<file path="config.mk">
export PLATFORM = sky130hd
export DESIGN_NAME = control_sequencer
export DESIGN_NICKNAME = d
export VERILOG_FILES = /design/src/rtl/control_sequencer_pkg.sv /design/src/rtl/control_sequencer_strobe_decoder.sv /design/src/rtl/control_sequencer.sv
export SDC_FILE = /design/constraint.sdc
export NUM_CORES = 1
export LEC_CHECK = 0
export ABC_CLOCK_PERIOD_IN_PS = 4600
export BUFFER_PORTS_ARGS = -buffer_cell sky130_fd_sc_hd__buf_2
export CAP_MARGIN = 20
export CORE_MARGIN = 10
export CORE_UTILIZATION = 40
export CTS_BUF_LIST = sky130_fd_sc_hd__clkbuf_4 sky130_fd_sc_hd__clkbuf_8
export DETAILED_ROUTE_END_ITERATION = 10
export PLACE_DENSITY = 0.66
export SLEW_MARGIN = 30
export SYNTH_ARGS = -nofsm -noshare
export SYNTH_HDL_FRONTEND = slang
export SYNTH_HIERARCHICAL = 1
export SYNTH_SLANG_ARGS = --single-unit
export TNS_END_PERCENT = 10
</file>
<file path="constraint.sdc">
create_clock -name clock -period 4.6 [get_ports clock]
set_clock_uncertainty 0.1 [all_clocks]
set_input_delay 0.23 -clock clock [delete_from_list [all_inputs] [get_ports clock]]
set_output_delay 0.23 -clock clock [all_outputs]
set_load 0.1 [all_outputs]
</file>
<file path="src/rtl/control_sequencer_pkg.sv">
// Shared processor package: opcode map, sequencer state encoding, strobe
// bit positions and the strobe bundle produced by the decoder.
package control_sequencer_pkg;

  typedef enum logic [2:0] {
    ST_FETCH   = 3'd0,
    ST_DECODE  = 3'd1,
    ST_EXEC    = 3'd2,
    ST_MEMWAIT = 3'd3,
    ST_WB      = 3'd4,
    ST_HALT    = 3'd5
  } state_t;

  // Opcodes (instr[31:26]); 0x00-0x0F is the ALU class.
  localparam logic [5:0] OP_LOAD  = 6'h10;
  localparam logic [5:0] OP_LDSR  = 6'h12;
  localparam logic [5:0] OP_TXS   = 6'h20;
  localparam logic [5:0] OP_TSX   = 6'h21;
  localparam logic [5:0] OP_TAY   = 6'h22;
  localparam logic [5:0] OP_TYA   = 6'h23;
  localparam logic [5:0] OP_TAX   = 6'h24;
  localparam logic [5:0] OP_TXA   = 6'h25;
  localparam logic [5:0] OP_TXAUX = 6'h26;
  localparam logic [5:0] OP_TAUXX = 6'h27;
  localparam logic [5:0] OP_TAXBR = 6'h28;
  localparam logic [5:0] OP_CLRBR = 6'h29;
  localparam logic [5:0] OP_INPUT = 6'h30;
  localparam logic [5:0] OP_CPF   = 6'h31;
  localparam logic [5:0] OP_PFIN  = 6'h32;
  localparam logic [5:0] OP_HLT   = 6'h3F;

  // ALUWriteSignals bit positions ([5] reserved, always 0)
  localparam int AW_ACC    = 0;
  localparam int AW_X      = 1;
  localparam int AW_Y      = 2;
  localparam int AW_SP     = 3;
  localparam int AW_ALU_RD = 4;

  // TransferSignals bit positions
  localparam int TR_ACC_RD = 0;
  localparam int TR_ACC_WR = 1;
  localparam int TR_X_RD   = 2;
  localparam int TR_X_WR   = 3;
  localparam int TR_Y_RD   = 4;
  localparam int TR_Y_WR   = 5;
  localparam int TR_SP_RD  = 6;
  localparam int TR_SP_WR  = 7;
  localparam int TR_BR_WR  = 8;

  // AuxSignals bit positions
  localparam int AUX_WR = 0;
  localparam int AUX_RD = 1;

  typedef struct packed {
    logic [5:0] alu_wr;
    logic [8:0] xfer;
    logic [1:0] aux;
    logic       sr_wr;
    logic       mem_rd;
    logic       input_sig;
    logic       cff;
    logic       pfin;
  } strobe_t;

  function automatic logic is_alu_op(input logic [5:0] op);
    return op[5:4] == 2'b00;
  endfunction

  function automatic logic is_mem_op(input logic [5:0] op);
    return (op == OP_LOAD) || (op == OP_LDSR);
  endfunction

endpackage

</file>
<file path="src/rtl/control_sequencer_strobe_decoder.sv">
// strobe_decoder: purely combinational opcode -> write-strobe decode.
//   opcode  in  6   instr[31:26]
//   dest    in  2   ALU destination (instr[25:24])
//   wb      in  1   sequencer is in WRITEBACK; strobes are zero otherwise
//   strobes out     strobe bundle (strobe_t)
//   legal   out 1   opcode is a defined instruction (independent of wb)
module strobe_decoder
  import control_sequencer_pkg::*;
(
  input  logic [5:0] opcode,
  input  logic [1:0] dest,
  input  logic       wb,
  output strobe_t    strobes,
  output logic       legal
);

  strobe_t s;

  always_comb begin
    s     = '0;
    legal = 1'b1;
    if (is_alu_op(opcode)) begin
      s.alu_wr[AW_ALU_RD]       = 1'b1;
      s.alu_wr[{1'b0, dest}]    = 1'b1;
      s.sr_wr                   = 1'b1;
    end else begin
      case (opcode)
        OP_LOAD:  begin s.mem_rd = 1'b1; s.alu_wr[AW_ACC] = 1'b1; end
        OP_LDSR:  begin s.mem_rd = 1'b1; s.sr_wr = 1'b1; end
        OP_TXS:   begin s.xfer[TR_X_RD]   = 1'b1; s.xfer[TR_SP_WR]  = 1'b1; end
        OP_TSX:   begin s.xfer[TR_SP_RD]  = 1'b1; s.xfer[TR_X_WR]   = 1'b1; end
        OP_TAY:   begin s.xfer[TR_ACC_RD] = 1'b1; s.xfer[TR_Y_WR]   = 1'b1; end
        OP_TYA:   begin s.xfer[TR_Y_RD]   = 1'b1; s.xfer[TR_ACC_WR] = 1'b1; end
        OP_TAX:   begin s.xfer[TR_ACC_RD] = 1'b1; s.xfer[TR_X_WR]   = 1'b1; end
        OP_TXA:   begin s.xfer[TR_X_RD]   = 1'b1; s.xfer[TR_ACC_WR] = 1'b1; end
        OP_TXAUX: begin s.aux[AUX_WR] = 1'b1; s.xfer[TR_X_RD]  = 1'b1; end
        OP_TAUXX: begin s.aux[AUX_RD] = 1'b1; s.xfer[TR_X_WR]  = 1'b1; end
        OP_TAXBR: begin s.aux[AUX_RD] = 1'b1; s.xfer[TR_BR_WR] = 1'b1; end
        OP_CLRBR: s.xfer[TR_BR_WR] = 1'b1;
        OP_INPUT: begin s.input_sig = 1'b1; s.alu_wr[AW_Y] = 1'b1; end
        OP_CPF:   begin s.cff = 1'b1; s.alu_wr[AW_Y] = 1'b1; end
        OP_PFIN:  begin s.pfin = 1'b1; s.sr_wr = 1'b1; end
        OP_HLT:   s = '0;  // legal, but never reaches WRITEBACK
        default:  legal = 1'b0;
      endcase
    end
  end

  assign strobes = wb ? s : '0;

endmodule

</file>
<file path="src/rtl/control_sequencer.sv">
// control_sequencer: instruction fetch/decode/execute sequencer.
//   clock, reset(async, active low)
//   mem_req/mem_addr/mem_ready/mem_rdata : fetch and data-load handshake
//   ALUWriteSignals, TransferSignals, AuxSignals, SRWrite, MemDataRead,
//   InputSignal, CFFSignal, procFinishSignal : one-cycle WRITEBACK strobes
//   alu_op : ALU function of the current ALU-class instruction
//   pc, halted, illegal (sticky until reset)
module control_sequencer
  import control_sequencer_pkg::*;
(
  input  logic        clock,
  input  logic        reset,
  output logic        mem_req,
  output logic [31:0] mem_addr,
  input  logic        mem_ready,
  input  logic [31:0] mem_rdata,
  output logic [5:0]  ALUWriteSignals,
  output logic [8:0]  TransferSignals,
  output logic [1:0]  AuxSignals,
  output logic        SRWrite,
  output logic        MemDataRead,
  output logic        InputSignal,
  output logic        CFFSignal,
  output logic        procFinishSignal,
  output logic [3:0]  alu_op,
  output logic [31:0] pc,
  output logic        halted,
  output logic        illegal
);

  state_t      state_q, state_d;
  logic [31:0] pc_q, instr_q;
  logic        illegal_q;
  logic        run_q;      // low in the reset cycle so mem_req stays off until the first edge
  logic [5:0]  opcode;
  logic [1:0]  dest;
  logic        wb;
  logic        op_legal;
  strobe_t     strb;
  logic        unused_instr;

  assign opcode       = instr_q[31:26];
  assign dest         = instr_q[25:24];
  assign wb           = (state_q == ST_WB);
  assign unused_instr = ^instr_q[23:16];

  strobe_decoder u_dec (
    .opcode  (opcode),
    .dest    (dest),
    .wb      (wb),
    .strobes (strb),
    .legal   (op_legal)
  );

  always_comb begin
    state_d  = state_q;
    mem_req  = 1'b0;
    mem_addr = pc_q;
    case (state_q)
      ST_FETCH: begin
        mem_req = run_q;
        if (run_q && mem_ready) state_d = ST_DECODE;
      end
      ST_DECODE: state_d = ST_EXEC;
      ST_EXEC: begin
        if (opcode == OP_HLT)     state_d = ST_HALT;
        else if (is_mem_op(opcode)) state_d = ST_MEMWAIT;
        else                      state_d = ST_WB;
      end
      ST_MEMWAIT: begin
        mem_req  = 1'b1;
        mem_addr = {16'b0, instr_q[15:0]};
        if (mem_ready) state_d = ST_WB;
      end
      ST_WB:   state_d = ST_FETCH;
      ST_HALT: state_d = ST_HALT;
      default: state_d = ST_FETCH;
    endcase
  end

  always_ff @(posedge clock or negedge reset) begin
    if (!reset) begin
      state_q   <= ST_FETCH;
      pc_q      <= '0;
      instr_q   <= '0;
      illegal_q <= 1'b0;
      run_q     <= 1'b0;
    end else begin
      run_q   <= 1'b1;
      state_q <= state_d;
      if (state_q == ST_FETCH && run_q && mem_ready) instr_q <= mem_rdata;
      // pc is only written here so it holds its value in every other state
      if (wb) begin
        pc_q <= pc_q + 32'd1;
        if (!op_legal) illegal_q <= 1'b1;
      end
    end
  end

  assign ALUWriteSignals  = strb.alu_wr;
  assign TransferSignals  = strb.xfer;
  assign AuxSignals       = strb.aux;
  assign SRWrite          = strb.sr_wr;
  assign MemDataRead      = strb.mem_rd | (state_q == ST_MEMWAIT);
  assign InputSignal      = strb.input_sig;
  assign CFFSignal        = strb.cff;
  assign procFinishSignal = strb.pfin;

  assign alu_op  = (is_alu_op(opcode) &&
                    (state_q inside {ST_DECODE, ST_EXEC, ST_MEMWAIT, ST_WB}))
                   ? instr_q[29:26] : 4'd0;
  assign pc      = pc_q;
  assign halted  = (state_q == ST_HALT);
  assign illegal = illegal_q;

endmodule
</file>
# Word level (Yosys, flattened, before mapping)
# Index checks and enable logic that the tools add are counted.
[totals] register_bits=69 inputBits=35 word_cells=89
[op_classes] bitwise=2 eq_ne=23 n_reduce_logical=21 n_lt_le_gt_ge=2 mux=35 add_sub_neg=1
[op_table] cell="6-bit equality test, second input constant" count=14
[op_table] cell="32-bit by 1-bit adder with 32-bit output, second input constant" count=1
[op_table] cell="32-bit two-way mux" count=1
[op_table] cell="1-bit two-way mux" count=22
[op_table] cell="21-bit two-way mux" count=1
[op_table] cell="16-bit OR reduction" count=1
[op_table] cell="3-bit case mux with 5 select lines" count=1
[op_table] cell="2-bit OR reduction" count=7
[op_table] cell="6-bit by 5-bit equality test with 1-bit output, second input constant" count=2
[op_table] cell="3-bit two-way mux" count=4
[op_table] cell="11-bit two-way mux" count=1
[op_table] cell="4-bit two-way mux" count=2
[op_table] cell="3-bit by 2-bit equality test with 1-bit output, second input constant" count=2
[op_table] cell="3-bit equality test, second input constant" count=2
[op_table] cell="3-bit OR reduction" count=2
[op_table] cell="1-bit logical AND" count=5
[op_table] cell="5-bit two-way mux" count=1
[op_table] cell="2-bit by 4-bit less-than comparator with 1-bit output, second input constant" count=1
[op_table] cell="2-bit != test, second input constant" count=2
[op_table] cell="2-bit AND reduction" count=2
[op_table] cell="4-bit nonzero test" count=1
[op_table] cell="3-bit by 1-bit equality test with 1-bit output, second input constant" count=1
[op_table] cell="3-bit logical NOT" count=1
[op_table] cell="1-bit demux with 2-bit select" count=1
[op_table] cell="6 further kinds" count=6

# Depth between registers and ports, before layout
# Gate-level depths: netlist of run 1.
[logic_depth] depth_word=7 depth_mapped=8

# Hierarchy
# Netlist of run 1, hierarchy kept.
[modules_own_cells] mod="control_sequencer" cells_per_inst=263 n_inst=1 seq_area_each_um2=1526.5 area_per_inst_um2=3031.7
[modules_own_cells] mod="strobe_decoder" cells_per_inst=67 n_inst=1 seq_area_each_um2=0.0 area_per_inst_um2=381.6

# Worst setup path before layout of run 1
# No wires, ideal clock.
[synth_path] kind="register -> output" startpoint="register state_q[0]" endpoint="output port ALUWriteSignals[1]" slack_ns=-0.872 arrival_time_ns=5.142 t_required_ns=4.270 path_stages_with_launch=9 path_cell_list="dfrtp_1 -> buf_6 -> or3b_1 -> buf_6 -> inv_1 -> clkbuf_1 -> nor3b_1 -> nand2_1 -> nor2_1"
[synth_between] elab_chain_cells=2
[synth_lines] element="start, declared" line_no="control_sequencer.sv:31" source="state_t state_q, state_d;"
[synth_lines] element="start signal, assigned" line_no="control_sequencer.sv:90" source="state_q <= state_d;"
[synth_lines] element="3-bit equality test" line_no="control_sequencer.sv:44" source="assign wb = (state_q == ST_WB);"
[synth_lines] element="via wb" line_no="control_sequencer.sv:37" source="logic wb;"
[synth_lines] element="21-bit two-way mux" line_no="control_sequencer_strobe_decoder.sv:49" source="assign strobes = wb ? s : '0;"
[synth_lines] element="end, declared" line_no="control_sequencer.sv:17" source="output logic [5:0] ALUWriteSignals,"
# The timed path passes the listed nets, and every way through them passes these cells.

# Worst setup path after layout of run 1
[layout_path] startpoint="register state_q[2]" endpoint="output port ALUWriteSignals[3]"
# Same word-level chain as after synthesis.

==> impl_results.md, run 1 <==
- Post-route worst setup slack: 1480 ps
- Die W: 112 µm
- Area post-placement: 4030 µm²
- M1 WL: 3870 µm
- Synth area leaders: dfrtp_1 (45%), mux2_2 (13%), xnor2_1 (7.2%)
- Met3 WL post-DR: 907 µm
- CP Data Arrival Time: 2790 ps
- Area Overhead vs Synth: 24.2%
- Status: complete, no violations
- DRC violations left: 0
- Post-CTS setup buffers: 0
- Asr flop ratio synth: 1.00
- Largest net degree at the start of global routing: 62
- Starting Density: 0.413
- Cell accounting for the most synthesized area: dfrtp_1
- Post-Layout Inst Area: 4240 µm²
- Critical path destination: ALUWriteSignals[3]
- Top Ports: 128
- Worst path max stage delay: 600 ps
- FP Rows: 33
- Pleak: 2.13 nW
- Worst-path fanout max: 12
- First-pass GRT wire length: 15100 µm
- Final Power: 2.50 mW
- MaxCap Viol Count: 0
- Layout cell share with drive strength beyond 1: 0.412
- Detailed placer's ending HPWL: 6460 µm
- Setup violators final: 0
- RSZ-0062 raised after global routing: false
- Post-layout util: 0.513
- Full die area: 12600 µm²
- RePlAce Congestion: 0.816
- DR top layer: met4
- Max Clock Freq: 321 MHz
- Vias in the first global route: 3032
- Syn Nets: 366
- Critical Path RT: 4270 ps
- YS warnings: 6
- DR vias: 2843
- Fill count: 793
- Routed vias/inst: 5.15
- TritonCTS clock tree: built
- Slowest stage cell, crit path: or3b_1
- Syn Inst Count: 330
- Slew Viols, Final: 0
- WL/cell: 16.0 µm
- Type of the worst setup path: reg2out
- Drt first pass iters: 4
- Root Driver: clkbuf_8
- Seq/Total Area, Yosys: 0.447
- Tmin final: 3120 ps
- Die Height: 112 µm
- Type of origin of the critical path: register
- FF-to-FF Start: state_q[2]
- Total routed wirelength: 8820 µm
- EDFF count, synth: 0
- Reg2Reg Depth: 4
- Synth Cell Area: 3410 µm²
- ANT cells: 0
- Distinct cell type count after synthesis: 41
- Mean area per synthesized cell: 10.3 µm²
- Nets@finish: 478
- Slew @ Worst Pin: 773 ps
- Clk Latency, worst-skew pair: 340 ps
- Power per cell area: 590 nW/µm²
- Met2 wire length: 3940 µm
- IO Port Bufs: 118
- Number of CTS-inserted buffers: 9
- Start point of the critical path: state_q[2]
- DR iter-0 viols: 136
- Pre-CTS WS: 1850 ps
- Gr usage total: 0.142
- HP Class: in2reg
- CTS Sinks: 61
- Post-synth top flop: dfrtp_1
- Hold_ws: 19.0 ps
- Fin. Hold Viols: 0
- Grt ovf: 0
- Cell Chain, Critical Path: or3b_1, inv_1, nor3b_2, and3_1, buf_2
- FF-to-FF End: pc[25]
- Fin crit share: 0.678
- Yosys reg bits: 61
- Maximum vdd drop: 0.399 mV
- Post-route ant nets: 0
- Worst-path clk slew: 70 ps
- Synth top area share: 0.447
- H-tree depth: 3
- Clock Path Buffers: 2
- R2R Setup Slk: 2270 ps
- Initial antenna violation count: 0
- CORE AREA: 8260 µm²
- Slew Limit Headroom: 0.485
- Hold path cells: 2
- CP endpoint kind: output port
[area by class of cell]
class / count / area (µm²) / share of cell area
clock inverters: 5 / 50.0 / 0.0118
clock buffers: 11 / 145 / 0.0342
flip-flops and latches: 61 / 1530 / 0.360
repair buffers: 121 / 616 / 0.145
well taps: 105 / 131 / 0.0310
inverters: 5 / 18.8 / 0.00443
multi-input cells: 244 / 1750 / 0.413
[layer usage]
layer  GRT usage  up-vias
met5           0        -
met4      0.0491        0
met3      0.0676        9
met2       0.217       90
met1       0.172     1375
li1            -     1369
[worst min path at each step]
stage | from | end | slack (ps)
floorplan | reset | illegal | -170
global placement | reset | instr_q[0] | 350
detailed placement | reset | instr_q[3] | 350
CTS | mem_rdata[25] | instr_q[25] | 8
global route | mem_rdata[15] | instr_q[15] | 10
finish | mem_rdata[15] | instr_q[15] | 20
[sequential cells by signal (all words and copies together) (netlist names)]
| register | flops |
|---|---|
| run_q | 1 |
| pc | 32 |
| instr_q | 24 |
| state_q | 3 |
| illegal | 1 |
[synth_stat cells, drive strengths merged (3+ instances only)]
master  instances
dfrtp          61
mux2           40
xnor2          28
nand2          25
and2           22
nor2           22
nand4          18
buf            12
nand3          11
nor3           10
a21oi           8
clkbuf          8
nor4            6
xor2            6
and3            5
and4            5
inv             5
nand2b          5
nand3b          4
o21ai           4
nor3b           3
o21a            3
o22ai           3
[repair_timing]
item	4_1_cts	5_1_grt
hold endpoints to repair	61	0
gates resized for setup	0	0
hold buffers	1	0
[cells in the final DEF (no fill, tap or decap), drive strengths merged]
master | synthesis | routed
buf | 12 | 120
dfrtp | 61 | 61
mux2 | 40 | 40
xnor2 | 28 | 28
nand2 | 25 | 25
and2 | 22 | 22
nor2 | 22 | 22
nand4 | 18 | 18
nand3 | 11 | 11
clkbuf | 8 | 11
nor3 | 10 | 10
a21oi | 8 | 8
xor2 | 6 | 6
nor4 | 6 | 6
inv | 5 | 5
nand2b | 5 | 5
and4 | 5 | 5
and3 | 5 | 5
nand3b | 4 | 4
o21ai | 4 | 4
clkinv | 0 | 4
o21a | 3 | 3
o22ai | 3 | 3
nor3b | 3 | 3
conb | 2 | 2
nor4b | 2 | 2
or3 | 2 | 2
or3b | 2 | 2
or2 | 2 | 2
o21bai | 1 | 1
a31oi | 1 | 1
ha | 1 | 1
bufinv | 0 | 1
dlygate4sd3 | 0 | 1
nor2b | 1 | 1
a211oi | 1 | 1
mux2i | 1 | 1
[cells by family after synthesis]
group                    Yosys count  synth area share
multiplexers                      41             0.135
flip-flops                        61             0.447
AO/OA/AOI/OAI                     21            0.0359
XOR/XNOR                          34            0.0872
other                              2           0.00220
adder cells (fa/ha/maj)            1           0.00367
buffers and inverters             25            0.0418
AND/OR/NAND/NOR                  145             0.247
[metrics by stage]
step                setup TNS [ps]  cells
CTS                              0    552
floorplan                     -298    330
finish                           0    552
global route                     0    552
global placement                 0    535
detailed placement               0    535
[critical path: cells and delay by family, from the launching register on]
kind,cells,cell delay (ps)
and+or+nand+nor,3,1070
buffers and inverters,2,830
DFF,1,530
[where the power goes]
part	internal, mW	switching [mW]
combinational	0.320	0.808
sequential	0.673	0.221
clock	0.267	0.212
total	1.26	1.24
(Power assumes the default switching activity.)
==> run 2, diff against run 1 <==
--- a/config.mk
+++ b/config.mk
@@ -5,7 +5,7 @@
 export SDC_FILE = /design/constraint.sdc
 export NUM_CORES = 1
 export LEC_CHECK = 0
-export ABC_CLOCK_PERIOD_IN_PS = 4600
+export ABC_CLOCK_PERIOD_IN_PS = 3150
 export BUFFER_PORTS_ARGS = -buffer_cell sky130_fd_sc_hd__buf_2
 export CAP_MARGIN = 20
 export CORE_MARGIN = 10
==> constraint.sdc (replaced) <==
create_clock -name clock -period 3.15 [get_ports clock]
set_clock_uncertainty 0.1 [all_clocks]
set_input_delay 0.1575 -clock clock [delete_from_list [all_inputs] [get_ports clock]]
set_output_delay 0.1575 -clock clock [all_outputs]
set_load 0.1 [all_outputs]
==> run 2 against run 1 <==
  * Register-to-register slack worse by 1300 ps
  * Sequential share of layout area shrank 2.2 points
  * Largest power group unchanged
  * Final cell count up 4.7%
  * Clock power rose by 47%
  * Largest cell class unchanged
  * Die area did not move
==> impl_results.md, run 2 (synthesized netlist as in run 1, its figures left out) <==
- Worst-path clk slew: 80 ps
- CP Data Arrival Time: 2480 ps
- Critical Path RT: 2890 ps
- Hold_ws: 124 ps
- H-tree depth: 3
- Type of the worst setup path: reg2out
- Grt ovf: 0
- Starting Density: 0.413
- First-pass GRT wire length: 15200 µm
- Maximum vdd drop: 0.534 mV
- Type of origin of the critical path: register
- Slew Viols, Final: 0
- Commonest non-fill, non-tap cell in the layout: buf_2
- ANT cells: 0
- Detailed placer's ending HPWL: 6460 µm
- Routed vias/inst: 5.00
- Worst-path fanout max: 12
- R2R Setup Slk: 970 ps
- Die W: 112 µm
- Cell Chain, Critical Path: or3b_1, inv_1, nor3b_2, nand2_1, nor2_2, buf_2
- Root Driver: clkbuf_8
- Buf/Inv on CP: 2
- Slew Limit Headroom: 0.554
- Max FFs per register: 32
- Post-cts resize count: 0
- DR vias: 2891
- Status: complete, no violations
- Area Overhead vs Synth: 32.1%
- Drt first pass iters: 4
- Slowest stage cell, crit path: dfrtp_1
- RSZ-0062 raised after global routing: false
- Tmin final: 2740 ps
- Pleak: 2.24 nW
- Layout cell share with drive strength beyond 1: 0.397
- Number of CTS-inserted buffers: 9
- DRC violations left: 0
- Setup violators final: 0
- Pre-CTS WS: 822 ps
- Slew @ Worst Pin: 669 ps
- DR iter-0 viols: 147
- Top Ports: 128
- Total routed wirelength: 9130 µm
- Hold_buf cts: 25
- Nets@finish: 504
- IO Port Bufs: 118
- Post-CTS setup buffers: 0
- Power per cell area: 822 nW/µm²
- Crit path max-delay family: simple AND/OR/NAND/NOR gates
- FP Rows: 33
- Max Clock Freq: 366 MHz
- MaxCap Viol Count: 0
- Initial antenna violation count: 0
- Post-route ant nets: 0
- Largest net degree at the start of global routing: 47
- Post-route worst setup slack: 414 ps
- Commonest non-fill, non-tap cells in the layout: buf_2 (117), dfrtp_1 (61), mux2_2 (40)
- WL/cell: 15.8 µm
- Clk Latency, worst-skew pair: 330 ps
- HP Class: in2reg
- RePlAce Congestion: 0.797
- Die Height: 112 µm
- Fill count: 750
- Clock Path Buffers: 2
- Vias in the first global route: 3074
- Fin crit share: 0.869
- CP endpoint kind: output port
- TritonCTS clock tree: built
- CTS Sinks: 61
- Full die area: 12600 µm²
- Fin. Hold Viols: 0
- Setup TNS: 0 ps
- Worst path max stage delay: 520 ps
- CORE AREA: 8260 µm²
- Gr usage total: 0.142
-- run 2: changes by cell type in the layout (fill, tap and decap cells not counted), moves of 2 or more --
cell           delta
dlygate4sd3_1    +24
buf_4             +3
clkinv_4          +3
clkinv_2          -2
-- run 2: path summary, 6_finish.rpt --
kind	to	cells past startpoint	startpoint
setup / recovery	ALUWriteSignals[1]	6	state_q[2]
hold / removal	state_q[0]	4	mem_ready
setup reg to reg	pc[18]	5	state_q[2]
hold reg to reg	pc[31]	1	pc[31]
max in group asynchronous	pc[25]	3	reset
min in group asynchronous	instr_q[5]	2	reset
-- run 2: worst min-delay path, cell delays in order --
cell and delay [ps]:
buf_2 130, nor2_1 50, a21oi_1 100, o21ai_0 80
-- run 2: layout make-up --
| class | instances | area, µm² | area share |
|---|---|---|---|
| repair buffers | 147 | 873 | 0.194 |
| clock buffers | 9 | 124 | 0.0275 |
| clock inverters | 7 | 75.1 | 0.0166 |
| well taps | 105 | 131 | 0.0291 |
| flip-flops and latches | 61 | 1530 | 0.339 |
| multi-input cells | 244 | 1760 | 0.390 |
| inverters | 5 | 18.8 | 0.00416 |
-- run 2: power breakdown --
group | internal [mW] | switching [mW] | total (mW)
sequential | 0.984 | 0.293 | 1.28
combinational | 0.504 | 1.22 | 1.73
clock | 0.369 | 0.335 | 0.704
-- run 2: routing by layer --
metal / vias up / part of all wire / track usage / routed length [µm]
li1: 1429 / - / - / -
met1: 1365 / 0.43 / 0.165 / 3940
met2: 90 / 0.47 / 0.235 / 4320
met3: 7 / 0.089 / 0.0570 / 812
met4: 0 / 0.0065 / 0.0423 / 59
met5: - / 0 / 0 / 0
-- run 2: stage by stage --
step	total power [mW]	instances	util	area, µm²
3_3_place_gp	2.96	537	0.491	4060
5_1_grt	3.91	578	0.546	4510
2_1_floorplan	2.74	330	-	3430
6_report	3.71	578	0.546	4510
3_5_place_dp	3.00	537	0.492	4060
4_1_cts	3.74	578	0.546	4510
==> run 3, diff against run 2 <==
--- a/config.mk
+++ b/config.mk
@@ -12,10 +12,9 @@
 export CORE_UTILIZATION = 40
 export CTS_BUF_LIST = sky130_fd_sc_hd__clkbuf_4 sky130_fd_sc_hd__clkbuf_8
 export DETAILED_ROUTE_END_ITERATION = 10
-export PLACE_DENSITY = 0.66
+export PLACE_DENSITY = 0.67
 export SLEW_MARGIN = 30
 export SYNTH_ARGS = -nofsm -noshare
 export SYNTH_HDL_FRONTEND = slang
-export SYNTH_HIERARCHICAL = 1
 export SYNTH_SLANG_ARGS = --single-unit
 export TNS_END_PERCENT = 10
==> run 3 against run 2 <==
  * Global-route usage grew 0.27 points
  * Largest power group unchanged
  * Core utilization up 1.8 points
  * First-iteration DRC count down 33%
  * Final area down 2.4%
  * Final cell count down 2.4%
  * Non-clock buffer count is 3 higher
  * Clock-buffer cell count unchanged
  * Highest routed layer unchanged
  * Register-to-register slack lost 160 ps
  * Setup slack lost 100 ps
  * Combinational power down 10%
  * Clock power decreased by 1%
  * Synthesized cell count fell by 4.8%
==> impl_results.md, run 3 <==
- DRC violations left: 0
- RSZ-0062 raised after global routing: false
- CP endpoint kind: output port
- Die Height: 110 µm
- Seq/Total Area, Yosys: 0.470
- Critical Path RT: 2890 ps
- First-pass GRT wire length: 14200 µm
- Post-route ant nets: 0
- Fin. Hold Viols: 0
- Worst-path clk slew: 70 ps
- Asr flop ratio synth: 1.00
- Post-CTS setup buffers: 0
- Status: complete, no violations
- Drt first pass iters: 4
- Maximum vdd drop: 0.718 mV
- Die W: 110 µm
- Layout cell share with drive strength beyond 1: 0.400
- MaxCap Viol Count: 0
- Distinct cell type count after synthesis: 43
- Most frequent cell after synthesis: dfrtp_1
- Root Driver: clkbuf_8
- Gr usage total: 0.145
- Grt ovf: 0
- Fill count: 729
- IO Port Bufs: 118
- Hold_ws: 68.0 ps
- Post-synth top flop: dfrtp_1
- Hold_buf cts: 25
- Routed vias/inst: 5.01
- H-tree depth: 3
- Max Clock Freq: 353 MHz
- Post-Layout Inst Area: 4400 µm²
- WL/cell: 15.9 µm
- Pleak: 2.19 nW
- Number of CTS-inserted buffers: 9
- Area post-placement: 3950 µm²
- Full die area: 12100 µm²
- Setup violators final: 0
- ANT cells: 0
- Synth Cell Area: 3250 µm²
- Detailed placer's ending HPWL: 6580 µm
- Commonest non-fill, non-tap cells in the layout: buf_2 (118), dfrtp_1 (61), mux2_2 (38)
- Max FFs per register: 32
- Cell Chain, Critical Path: nor3b_2, nand3b_1, or3_1, nor3_1, buf_2
- Synth area leaders: dfrtp_1 (47%), mux2_2 (13%), xnor2_1 (7.8%)
- Top cells by count, synth: dfrtp_1 (61), mux2_2 (38), xnor2_1 (29)
- Largest net degree at the start of global routing: 24
- Hold_sp: mem_ready
- Start point of the critical path: state_q[0]
- FF-to-FF Start: state_q[0]
- Syn Inst Count: 314
- Fin crit share: 0.900
- Post-layout util: 0.564
- YS warnings: 0
- Mean area per synthesized cell: 10.3 µm²
- Slew Limit Headroom: 0.495
- Clk Latency, worst-skew pair: 330 ps
- Post-cts resize count: 0
- Slowest stage cell, crit path: dfrtp_1
- Nets@finish: 493
- Area Overhead vs Synth: 35.6%
- FP Rows: 32
- DR iter-0 viols: 99
- CTS Sinks: 61
- Top Ports: 128
- Worst path max stage delay: 510 ps
- Worst-path fanout max: 13
- Cell accounting for the most synthesized area: dfrtp_1
- Starting Density: 0.416
- TritonCTS clock tree: built
- Crit path max-delay family: simple AND/OR/NAND/NOR gates
- Syn Nets: 350
- Tmin final: 2840 ps
- Vias in the first global route: 2843
- EDFF count, synth: 0
- Slew Viols, Final: 0
- Type of origin of the critical path: register
- Commonest non-fill, non-tap cell in the layout: buf_2
- Type of the worst setup path: reg2out
- Slew @ Worst Pin: 750 ps
- DR vias: 2826
- HP Class: in2reg
- Total routed wirelength: 8960 µm
- Clock Path Buffers: 2
- RePlAce Congestion: 0.735
- Yosys reg bits: 61
- Power per cell area: 795 nW/µm²
- CORE AREA: 7810 µm²
- Initial antenna violation count: 0
- Synth top area share: 0.470
- CP Data Arrival Time: 2580 ps
- Buf/Inv on CP: 1
==> run 3: cell count changes after synthesis, moves of 4 or more <==
| cell | before | now |
|---|---|---|
| nor4_1 | 3 | 8 |
| and4_1 | 5 | 1 |
| a21oi_1 | 8 | 4 |
| buf_6 | 4 | 0 |
| clkbuf_1 | 8 | 12 |
==> run 3: cells by family after synthesis <==
kind of cell	Yosys count	share of synthesized area
DFF	61	0.470
AOI/OAI and AO/OA	22	0.0439
adders and majority gates	1	0.00385
buffers and inverters	22	0.0301
and+or+nand+nor	136	0.232
other	2	0.00231
xor gates and xnor gates	32	0.0863
muxes	38	0.132
==> run 3: worst paths after layout <==
path                                 endpoint  slack (ps)  cells after the start
hold reg to reg                       illegal         360                      1
hold / removal                     state_q[1]          70                      4
setup reg to reg                       pc[31]         810                      4
min in group asynchronous         instr_q[12]         250                      2
max in group asynchronous          state_q[1]        2030                      3
setup / recovery           TransferSignals[7]         310                      5
==> run 3: cell type report <==
type,count,area [µm²],share of cell area
multi-input combinational,231,1640,0.373
clock inverter,7,75.1,0.0171
clock buffer,9,124,0.0281
timing repair buffer,150,893,0.203
sequential,61,1530,0.347
tap,102,128,0.0290
inverter,4,15.0,0.00341
==> run 3: worst reg2reg max path, stage by stage (launching register included) <==
cell	delay [ps]
dfrtp_1	510
or3b_1	610
nor4_4	640
nand4_1	200
xnor2_1	170
==> run 3: per-stage QoR <==
stage / power, mW / setup WS [ps] / instances / setup TNS (ps)
2_1_floorplan: 2.53 / -1100 / 314 / -6440
3_3_place_gp: 2.78 / 695 / 523 / 0
3_5_place_dp: 2.82 / 673 / 523 / 0
4_1_cts: 3.55 / 293 / 564 / 0
5_1_grt: 3.71 / 98.4 / 564 / 0
6_report: 3.50 / 314 / 564 / 0
==> run 3: report_power, final <==
group / internal [mW] / leakage (nW) / switching, mW
clock network: 0.369 / 0.104 / 0.324
logic: 0.439 / 1.30 / 1.11
registers: 0.984 / 0.787 / 0.276
==> run 3: metal layers <==
metal,GRT usage,routed length [µm],part of all wire,up-vias
li1,-,-,-,1394
met1,0.175,3700,0.41,1360
met2,0.244,4490,0.50,67
met3,0.0383,681,0.076,5
met4,0.0505,78,0.0087,0
met5,0,0,0,-
